==> config.mk <==
export PLATFORM = sky130hd
export DESIGN_NAME = island_scheduler
export DESIGN_NICKNAME = d
export VERILOG_FILES = /design/src/rtl/hdmi_island_pkg.sv /design/src/rtl/island_arbiter.sv /design/src/rtl/island_scheduler.sv
export SDC_FILE = /design/constraint.sdc
export NUM_CORES = 1
export LEC_CHECK = 0
export CAP_MARGIN = 20
export CORE_MARGIN = 10
export CORE_UTILIZATION = 35
export DETAILED_ROUTE_END_ITERATION = 6
export HOLD_SLACK_MARGIN = 0.1
export PLACE_DENSITY_LB_ADDON = 0.15
export SYNTH_ARGS = -nofsm -noshare
export SYNTH_HDL_FRONTEND = slang
export SYNTH_SLANG_ARGS = --single-unit
==> constraint.sdc <==
create_clock -name clk_pixel -period 3.5 [get_ports clk_pixel]
set_input_delay 0.525 -clock clk_pixel [delete_from_list [all_inputs] [get_ports clk_pixel]]
set_output_delay 0.525 -clock clk_pixel [all_outputs]
set_load 0.005 [all_outputs]
==> src/rtl/hdmi_island_pkg.sv <==
// Shared types and timing constants for the HDMI data-island scheduler.
// Period lengths are in pixel-clock cycles.
package hdmi_island_pkg;

    typedef enum logic [2:0] {
        ST_IDLE        = 3'd0,
        ST_PREAMBLE    = 3'd1,
        ST_LEAD_GUARD  = 3'd2,
        ST_PACKET      = 3'd3,
        ST_TRAIL_GUARD = 3'd4
    } island_state_e;

    typedef enum logic [1:0] {
        PERIOD_IDLE     = 2'd0,
        PERIOD_PREAMBLE = 2'd1,
        PERIOD_GUARD    = 2'd2,
        PERIOD_PACKET   = 2'd3
    } period_e;

    localparam logic [1:0] SRC_AUDIO_SAMPLE = 2'd0;
    localparam logic [1:0] SRC_ACR          = 2'd1;
    localparam logic [1:0] SRC_AVI_IF       = 2'd2;
    localparam logic [1:0] SRC_AUDIO_IF     = 2'd3;

    localparam int PREAMBLE_LEN = 8;
    localparam int GUARD_LEN    = 2;
    localparam int PACKET_LEN   = 32;
    localparam int VIDEO_LEAD   = 10;

    localparam logic [4:0] PREAMBLE_LAST = 5'(PREAMBLE_LEN - 1);
    localparam logic [4:0] GUARD_LAST    = 5'(GUARD_LEN - 1);
    localparam logic [4:0] PACKET_LAST   = 5'(PACKET_LEN - 1);

    // From the start-check column: one cycle to the packet, the packet itself, then the trailing guard.
    localparam logic [10:0] START_SPAN = 11'(1 + PACKET_LEN + GUARD_LEN);

    function automatic period_e period_of(input island_state_e s);
        case (s)
            ST_PREAMBLE:                   return PERIOD_PREAMBLE;
            ST_LEAD_GUARD, ST_TRAIL_GUARD: return PERIOD_GUARD;
            ST_PACKET:                     return PERIOD_PACKET;
            default:                       return PERIOD_IDLE;
        endcase
    endfunction

endpackage

==> src/rtl/island_arbiter.sv <==
// Fixed-priority packet source selector: bit 0 wins, bit 3 loses.
// Purely combinational; the scheduler samples it only at a packet start check.
module island_arbiter
    import hdmi_island_pkg::*;
(
    input  logic [3:0] req,
    output logic [3:0] grant,
    output logic [1:0] winner,
    output logic       any_req
);

    always_comb begin
        grant   = 4'b0000;
        winner  = SRC_AUDIO_SAMPLE;
        any_req = |req;
        if (req[0]) begin
            grant  = 4'b0001;
            winner = SRC_AUDIO_SAMPLE;
        end else if (req[1]) begin
            grant  = 4'b0010;
            winner = SRC_ACR;
        end else if (req[2]) begin
            grant  = 4'b0100;
            winner = SRC_AVI_IF;
        end else if (req[3]) begin
            grant  = 4'b1000;
            winner = SRC_AUDIO_IF;
        end
    end

endmodule

==> src/rtl/island_scheduler.sv <==
// Schedules one HDMI data island per line in horizontal blanking:
// preamble, leading guard, back-to-back packets while they fit, trailing guard.
module island_scheduler
    import hdmi_island_pkg::*;
#(
    parameter int WINDOW_START = 16,
    parameter int MAX_PACKETS  = 18
) (
    input  logic       clk_pixel,
    input  logic       reset_n,
    input  logic [9:0] cx,
    input  logic [9:0] screen_start_x,
    input  logic [3:0] req,
    output logic [3:0] gnt,
    output logic       island_active,
    output logic [1:0] period,
    output logic [1:0] pkt_sel,
    output logic [4:0] word_idx,
    output logic [2:0] state_dbg
);

    // req/gnt handshake: a source holds its req bit until it sees its gnt bit,
    // gnt is a one-cycle pulse in the first cycle of that source's packet, and
    // a bit withdrawn before then is simply never chosen.

    localparam logic [9:0] WINDOW_CX = 10'(WINDOW_START);
    localparam logic [5:0] MAX_PKTS  = 6'(MAX_PACKETS);

    island_state_e state_q, state_d;
    logic [4:0]    phase_q, phase_d;
    logic [4:0]    sent_q, sent_d;
    logic [1:0]    sel_d;
    logic [3:0]    gnt_q, gnt_d;
    logic          active_q, active_d;
    logic [1:0]    period_q, period_d;
    logic [1:0]    pkt_sel_q, pkt_sel_d;
    logic [4:0]    word_q, word_d;

    logic [3:0]  arb_grant;
    logic [1:0]  arb_winner;
    logic        arb_any;
    logic [10:0] video_limit;
    logic [10:0] start_end;
    logic        start_ok;

    island_arbiter u_arbiter (
        .req     (req),
        .grant   (arb_grant),
        .winner  (arb_winner),
        .any_req (arb_any)
    );

    // The island must be fully closed before the video lead-in; clamp so a tiny screen_start_x cannot wrap.
    always_comb begin
        video_limit = (screen_start_x >= 10'(VIDEO_LEAD))
                    ? ({1'b0, screen_start_x} - 11'(VIDEO_LEAD)) : 11'd0;
        start_end   = {1'b0, cx} + START_SPAN;
        start_ok    = arb_any && ({1'b0, sent_q} < MAX_PKTS) && (start_end <= video_limit);
    end

    always_ff @(posedge clk_pixel or negedge reset_n) begin
        if (!reset_n) begin
            state_q   <= ST_IDLE;
            phase_q   <= '0;
            sent_q    <= '0;
            gnt_q     <= '0;
            active_q  <= 1'b0;
            period_q  <= '0;
            pkt_sel_q <= '0;
            word_q    <= '0;
        end else begin
            state_q   <= state_d;
            phase_q   <= phase_d;
            sent_q    <= sent_d;
            gnt_q     <= gnt_d;
            active_q  <= active_d;
            period_q  <= period_d;
            pkt_sel_q <= pkt_sel_d;
            word_q    <= word_d;
        end
    end

    always_comb begin
        state_d = state_q;
        phase_d = phase_q + 5'd1;
        sent_d  = sent_q;
        sel_d   = pkt_sel_q;
        gnt_d   = '0;
        case (state_q)
            ST_IDLE: begin
                phase_d = '0;
                sent_d  = '0;
                if (cx == WINDOW_CX && arb_any) begin
                    state_d = ST_PREAMBLE;
                end
            end
            ST_PREAMBLE: begin
                if (phase_q == PREAMBLE_LAST) begin
                    state_d = ST_LEAD_GUARD;
                    phase_d = '0;
                end
            end
            ST_LEAD_GUARD, ST_PACKET: begin
                if ((state_q == ST_LEAD_GUARD && phase_q == GUARD_LAST) ||
                    (state_q == ST_PACKET && phase_q == PACKET_LAST)) begin
                    phase_d = '0;
                    if (start_ok) begin
                        state_d = ST_PACKET;
                        sel_d   = arb_winner;
                        gnt_d   = arb_grant;
                        sent_d  = sent_q + 5'd1;
                    end else begin
                        state_d = ST_TRAIL_GUARD;
                    end
                end
            end
            ST_TRAIL_GUARD: begin
                if (phase_q == GUARD_LAST) begin
                    state_d = ST_IDLE;
                    phase_d = '0;
                end
            end
            default: begin
                state_d = ST_IDLE;
                phase_d = '0;
            end
        endcase
    end

    always_comb begin
        period_d  = period_of(state_d);
        active_d  = (state_d != ST_IDLE);
        pkt_sel_d = '0;
        word_d    = '0;
        if (state_d == ST_PACKET) begin
            pkt_sel_d = sel_d;
            word_d    = phase_d;
        end
    end

    assign gnt           = gnt_q;
    assign island_active = active_q;
    assign period        = period_q;
    assign pkt_sel       = pkt_sel_q;
    assign word_idx      = word_q;
    assign state_dbg     = state_q;

endmodule

### After elaboration in Yosys (flattened, before gate mapping)

Index checks and enable logic that the tools add are counted.

* add/sub/neg operators: 4
* magnitude comparators: 3
* equal/unequal tests: 17
* muxes and demuxes: 31
* reduce and logical (&&, ||, !) cells: 14

Operators with widths (count)
* two-way mux 5 bit: 6
* two-way mux 4 bit: 7
* two-way mux 2 bit: 8
* two-way mux 3 bit: 5
* case mux 5 bit (3 select lines): 1
* == test 3 x 2 -> 1 bit (second input constant): 4
* case mux 3 bit (4 select lines): 1
* adder 10 x 6 -> 11 bit (second input constant): 1
* less-or-equal comparator 11 bit: 1
* two-way mux 11 bit: 1
* subtractor 10 x 4 -> 11 bit (second input constant): 1
* adder 5 x 1 -> 5 bit (second input constant): 2
* == test 10 x 5 -> 1 bit (second input constant): 1
* greater-or-equal comparator 10 x 4 -> 1 bit (second input constant): 1
* case mux 5 bit (2 select lines): 1
* != test 2 bit (second input constant): 4
* == test 3 x 1 -> 1 bit (second input constant): 2
* == test 3 bit (second input constant): 2
* case mux 2 bit (3 select lines): 1
* AND reduction 3 bit: 2
* == test 5 x 1 -> 1 bit (second input constant): 1
* == test 5 x 3 -> 1 bit (second input constant): 1
* == test 5 bit (second input constant): 1
* logical AND 1 bit: 5
* 8 further kinds: 9

* bits in registers: 27
* input port bits: 26
* output and inout port bits: 17
* word-level logic and storage cells: 77

### Depth between registers and ports, before layout

* depth after elaboration: 10
* depth in mapped cells: 14

### By module

Synthesis repeated with hierarchy kept, for this count alone.

* cell total of the unflattened synthesis: 213
* area, all modules: 1880.6 µm²

Modules (own cells, without submodules)
* island_scheduler: instances 1, cells an instance 202, area each 1819.2 µm², sequential area each 675.6 µm²
* island_arbiter: instances 1, cells an instance 11, area each 61.3 µm², sequential area each 0.0 µm²

### Worst setup path after synthesis

No wires, ideal clock.

* kind: input port to flip-flop
* start: input port screen_start_x[0]
* end: register sent_q[3]
* library setup time: 78 ps
* arrival time: 3316 ps
* setup slack: 106 ps
* stages: 12
* cell sequence: or4b_2 -> nor3_1 -> nor2_1 -> nand2_1 -> nand2_1 -> ha_1 -> a21oi_2 -> o21ai_2 -> a2111oi_4 -> o211ai_2 -> or3_1 -> a21oi_1

* word-level cells in the longest chain between the ends: 6

RTL lines
* from (decl): RTL line island_scheduler.sv:12 `input logic [9:0] screen_start_x,`
* subtractor 10 x 4 -> 11 bit or greater-or-equal comparator 10 x 4 -> 1 bit (tied branches): RTL line island_scheduler.sv:56, island_scheduler.sv:55
* two-way mux 11 bit *: RTL line island_scheduler.sv:56 `? ({1'b0, screen_start_x} - 11'(VIDEO_LEAD)) : 11'd0;`
* less-or-equal comparator 11 bit *: RTL line island_scheduler.sv:58 `start_ok = arb_any && ({1'b0, sent_q} < MAX_PKTS) && (start_end <= video_limit);`
* logical AND 1 bit *: RTL line island_scheduler.sv:58
* != test 2 bit (no source line) *
* AND reduction 3 bit (no source line) *
* to (signal assigned): RTL line island_scheduler.sv:74 `sent_q <= sent_d;`
* to (decl): RTL line island_scheduler.sv:31 `logic [4:0] sent_q, sent_d;`

Mark *: on every way between the ends. The rest lies on a longest branch, timed or not.
A chain may end at the register's enable or synchronous reset.

### Worst setup path after layout

* start: input port screen_start_x[9]
* end: register sent_q[3]

Same word-level chain as after synthesis.

==> out/results.ini <==
[timing]
final-hold-violation-count = 0
fin_skew_ps = 2.42
setup_viol = 0
period_share_pct = 96.0
max_freq_mhz = 298
timing.final.ws_setup_ps = 141
worst-slew-pin-transition_ps = 721
relSlewSlack_pct = 51.5
slew_viol_final = 0
tns_ps = 0
fin_crit_ps = 3360
holdWs_ps = 480

[grt]
grt_usage_pct = 11.5
antenna_found_initial = 0
top_usage_layer = met2
grt_max_degree = 28
grt-ovfl-total = 0
globalRouteMet2Util_pct = 17.9
grt_pass1_vias = 1757
use_met1_pct = 15.3
grt_pass1_wl_um = 8360
gr-usage-met3_pct = 3.28

[worst_setup_path]
crit_required_ps = 3710
crit_path_end_kind = flop
startpoint_type = input pin
max_stage_delay_ps = 590
crit_type = in2reg
path_buf_inv = 2
cp_max_fo = 5
cp_slowest_cell = nor3_1
cpLargestDelayFamily = simple AND/OR/NAND/NOR gates
path_cells = clkdlybuf4s50_1 > buf_4 > nor3_1 > nand2_4 > nand2b_4 > ha_4 > a21oi_2 > a211oi_2 > a2111oi_4 > o211ai_2 > or3_1 > a21oi_1
critPathArrivalTime_ps = 3560

[clock_network]
cts_inserted_buffers = 3
cts_tree = done
clock-sinks = 27
cts_buffer_depth = 2
h-tree-depth = 1
clk_latency_ps = 270
root_buffer = clkbuf_8
clk_pin_slew_ps = 90
hold_buffers = 0

[final_layout]
drive_above_1_share_pct = 28.4
multi_input_area_um2 = 1420
nFillCells = 469
fin_nets = 322
instances_no_fill = 348
area_delta_synth_final_pct = 54.7
utilization_pct = 56.2
antenna_cells = 0
seq_area_um2 = 676
stdcell_area_um2 = 2910

[floorplanning]
num_rows = 26
die_area_um2 = 8700
chipHeight_um = 93.3
core_area_um2 = 5170
die_w_um = 93.3
io_pins = 43
start_util_pct = 36.3

[power_and_ir_drop]
switching_share_pct = 28.8
pwr-share-comb_pct = 32.6
p_leak_nw = 1.26
p_int_uw = 520
finalPower_uw = 731
power_density_nw_per_um2 = 252
clkPwrFrac_pct = 24.2
pwr-share-seq_pct = 43.1
worst_ir_drop_vdd_uv = 212
p_sw_uw = 211

[place]
hpwl_um = 3880
place_ws_ps = -529
placedCellCount = 342
io_buffers = 42
dpl_cell_area_um2 = 2590
gp_congestion = 0.809

[route]
drt_iter0_drc = 60
vias = 1770
vias_per_cell = 5.09
antenna_left = 0
wl_um = 5060
firstDrtPassIters = 4
post_drt_wl_per_cell_um = 14.5
drc = 0

[synthesis]
synth.cell_area_um2 = 1880
ys_seq_area_share_pct = 36.0
synth_seq_cells = 27
syn-mean-instance-area_um2 = 9.21
synth_cells = 204
synthesis.nets = 247
async_reset_ff_share_pct = 100
synth_ff_type = dfrtp_1
yosys_warnings = 0
yosys.cell_types.count = 46
synth-edff-count = 0

[flow_run]
maxCapViolCount = 0

[outcome]
status = finished clean

[worst_hold_path]
hold_class = reg2reg

-- layout make-up --
cell class	count	share of cell area, %
clock buffers	4	1.55
repair buffers	71	22.3
multi-input cells	169	48.9
well taps	70	3.01
inverters	7	0.904
flip-flops and latches	27	23.2
-- routing by layer --
layer  vias to the layer above  share of wire (%)
li1                        890                  -
met1                       842                 47
met2                        33                 46
met3                         5                6.4
met4                         0               0.67
met5                         -                  0
-- power groups by stage --
stage	Combinational [mW]	Clock (mW)	Sequential (mW)
finish	0.239	0.177	0.316
global route	0.264	0.194	0.316
CTS	0.198	0.185	0.316
global placement	0.192	0	0.322
floorplan	0.101	0	0.321
detailed placement	0.192	0	0.322
-- worst min-delay path, cell delays in order, from the launching register on --
cell     delay (ps)
dfrtp_1         350
nand2_1          50
o31ai_1          50
-- cells by family (layout without fill, tap and decap cells) --
logic type | Yosys count | after routing | share of synthesized area, %
AOI/OAI and AO/OA | 38 | 38 | 15.4
adders and majority gates | 17 | 17 | 11.3
and+or+nand+nor | 95 | 96 | 26.9
DFF | 27 | 27 | 36.0
xor gates and xnor gates | 16 | 16 | 7.46
muxes | 2 | 2 | 1.07
buffers and inverters | 9 | 82 | 1.86
-- path summary, 6_finish.rpt --
kind	startpoint	endpoint	slack [ps]	cells past startpoint
hold reg to reg	pkt_sel[1]	pkt_sel[1]	480	2
setup reg to reg	phase_q[0]	sent_q[2]	1330	8
setup / recovery	screen_start_x[9]	sent_q[3]	140	12
min in group asynchronous	reset_n	sent_q[4]	610	2
hold / removal	pkt_sel[1]	pkt_sel[1]	480	2
max in group asynchronous	reset_n	state_dbg[1]	2630	2
-- placed cells by master, fill, tap and decap left out, types with 4 or more instances in the layout --
cell	n
nand4_1	4
nand3_1	6
nand2b_1	4
xor2_1	8
xnor2_1	8
o21ai_0	9
nor3_1	5
ha_4	8
buf_4	27
dfrtp_1	27
a21oi_2	4
nor2b_1	5
inv_1	5
clkdlybuf4s50_1	36
nor2_1	17
ha_1	9
nand2_1	17
-- cell usage after synthesis, drive strengths merged (4+ instances only) --
master	count	area, um2
a211oi	4	40.0
a21oi	8	51.3
dfrtp	27	676
ha	17	213
inv	7	26.3
nand2	21	78.8
nand2b	5	31.3
nand3	7	35.0
nand4	4	25.0
nor2	19	71.3
nor2b	6	37.5
nor3	10	50.1
o21ai	12	63.8
xnor2	8	70.1
xor2	8	70.1
-- timing repair --
item / in CTS / in global routing
gates cloned: 1 / 0
setup endpoints to repair: 16 / 18
pin swaps: 15 / 16
setup buffers: 0 / 1
resized for setup: 18 / 37
hold endpoints to repair: 0 / 0
-- registers in the layout (all words and copies together), names as in the netlist --
name           cells
gnt                4
word_idx           5
phase_q            5
period             2
pkt_sel            2
sent_q             5
state_dbg          3
island_active      1
Note: power is estimated with default switching activity, not from simulation.
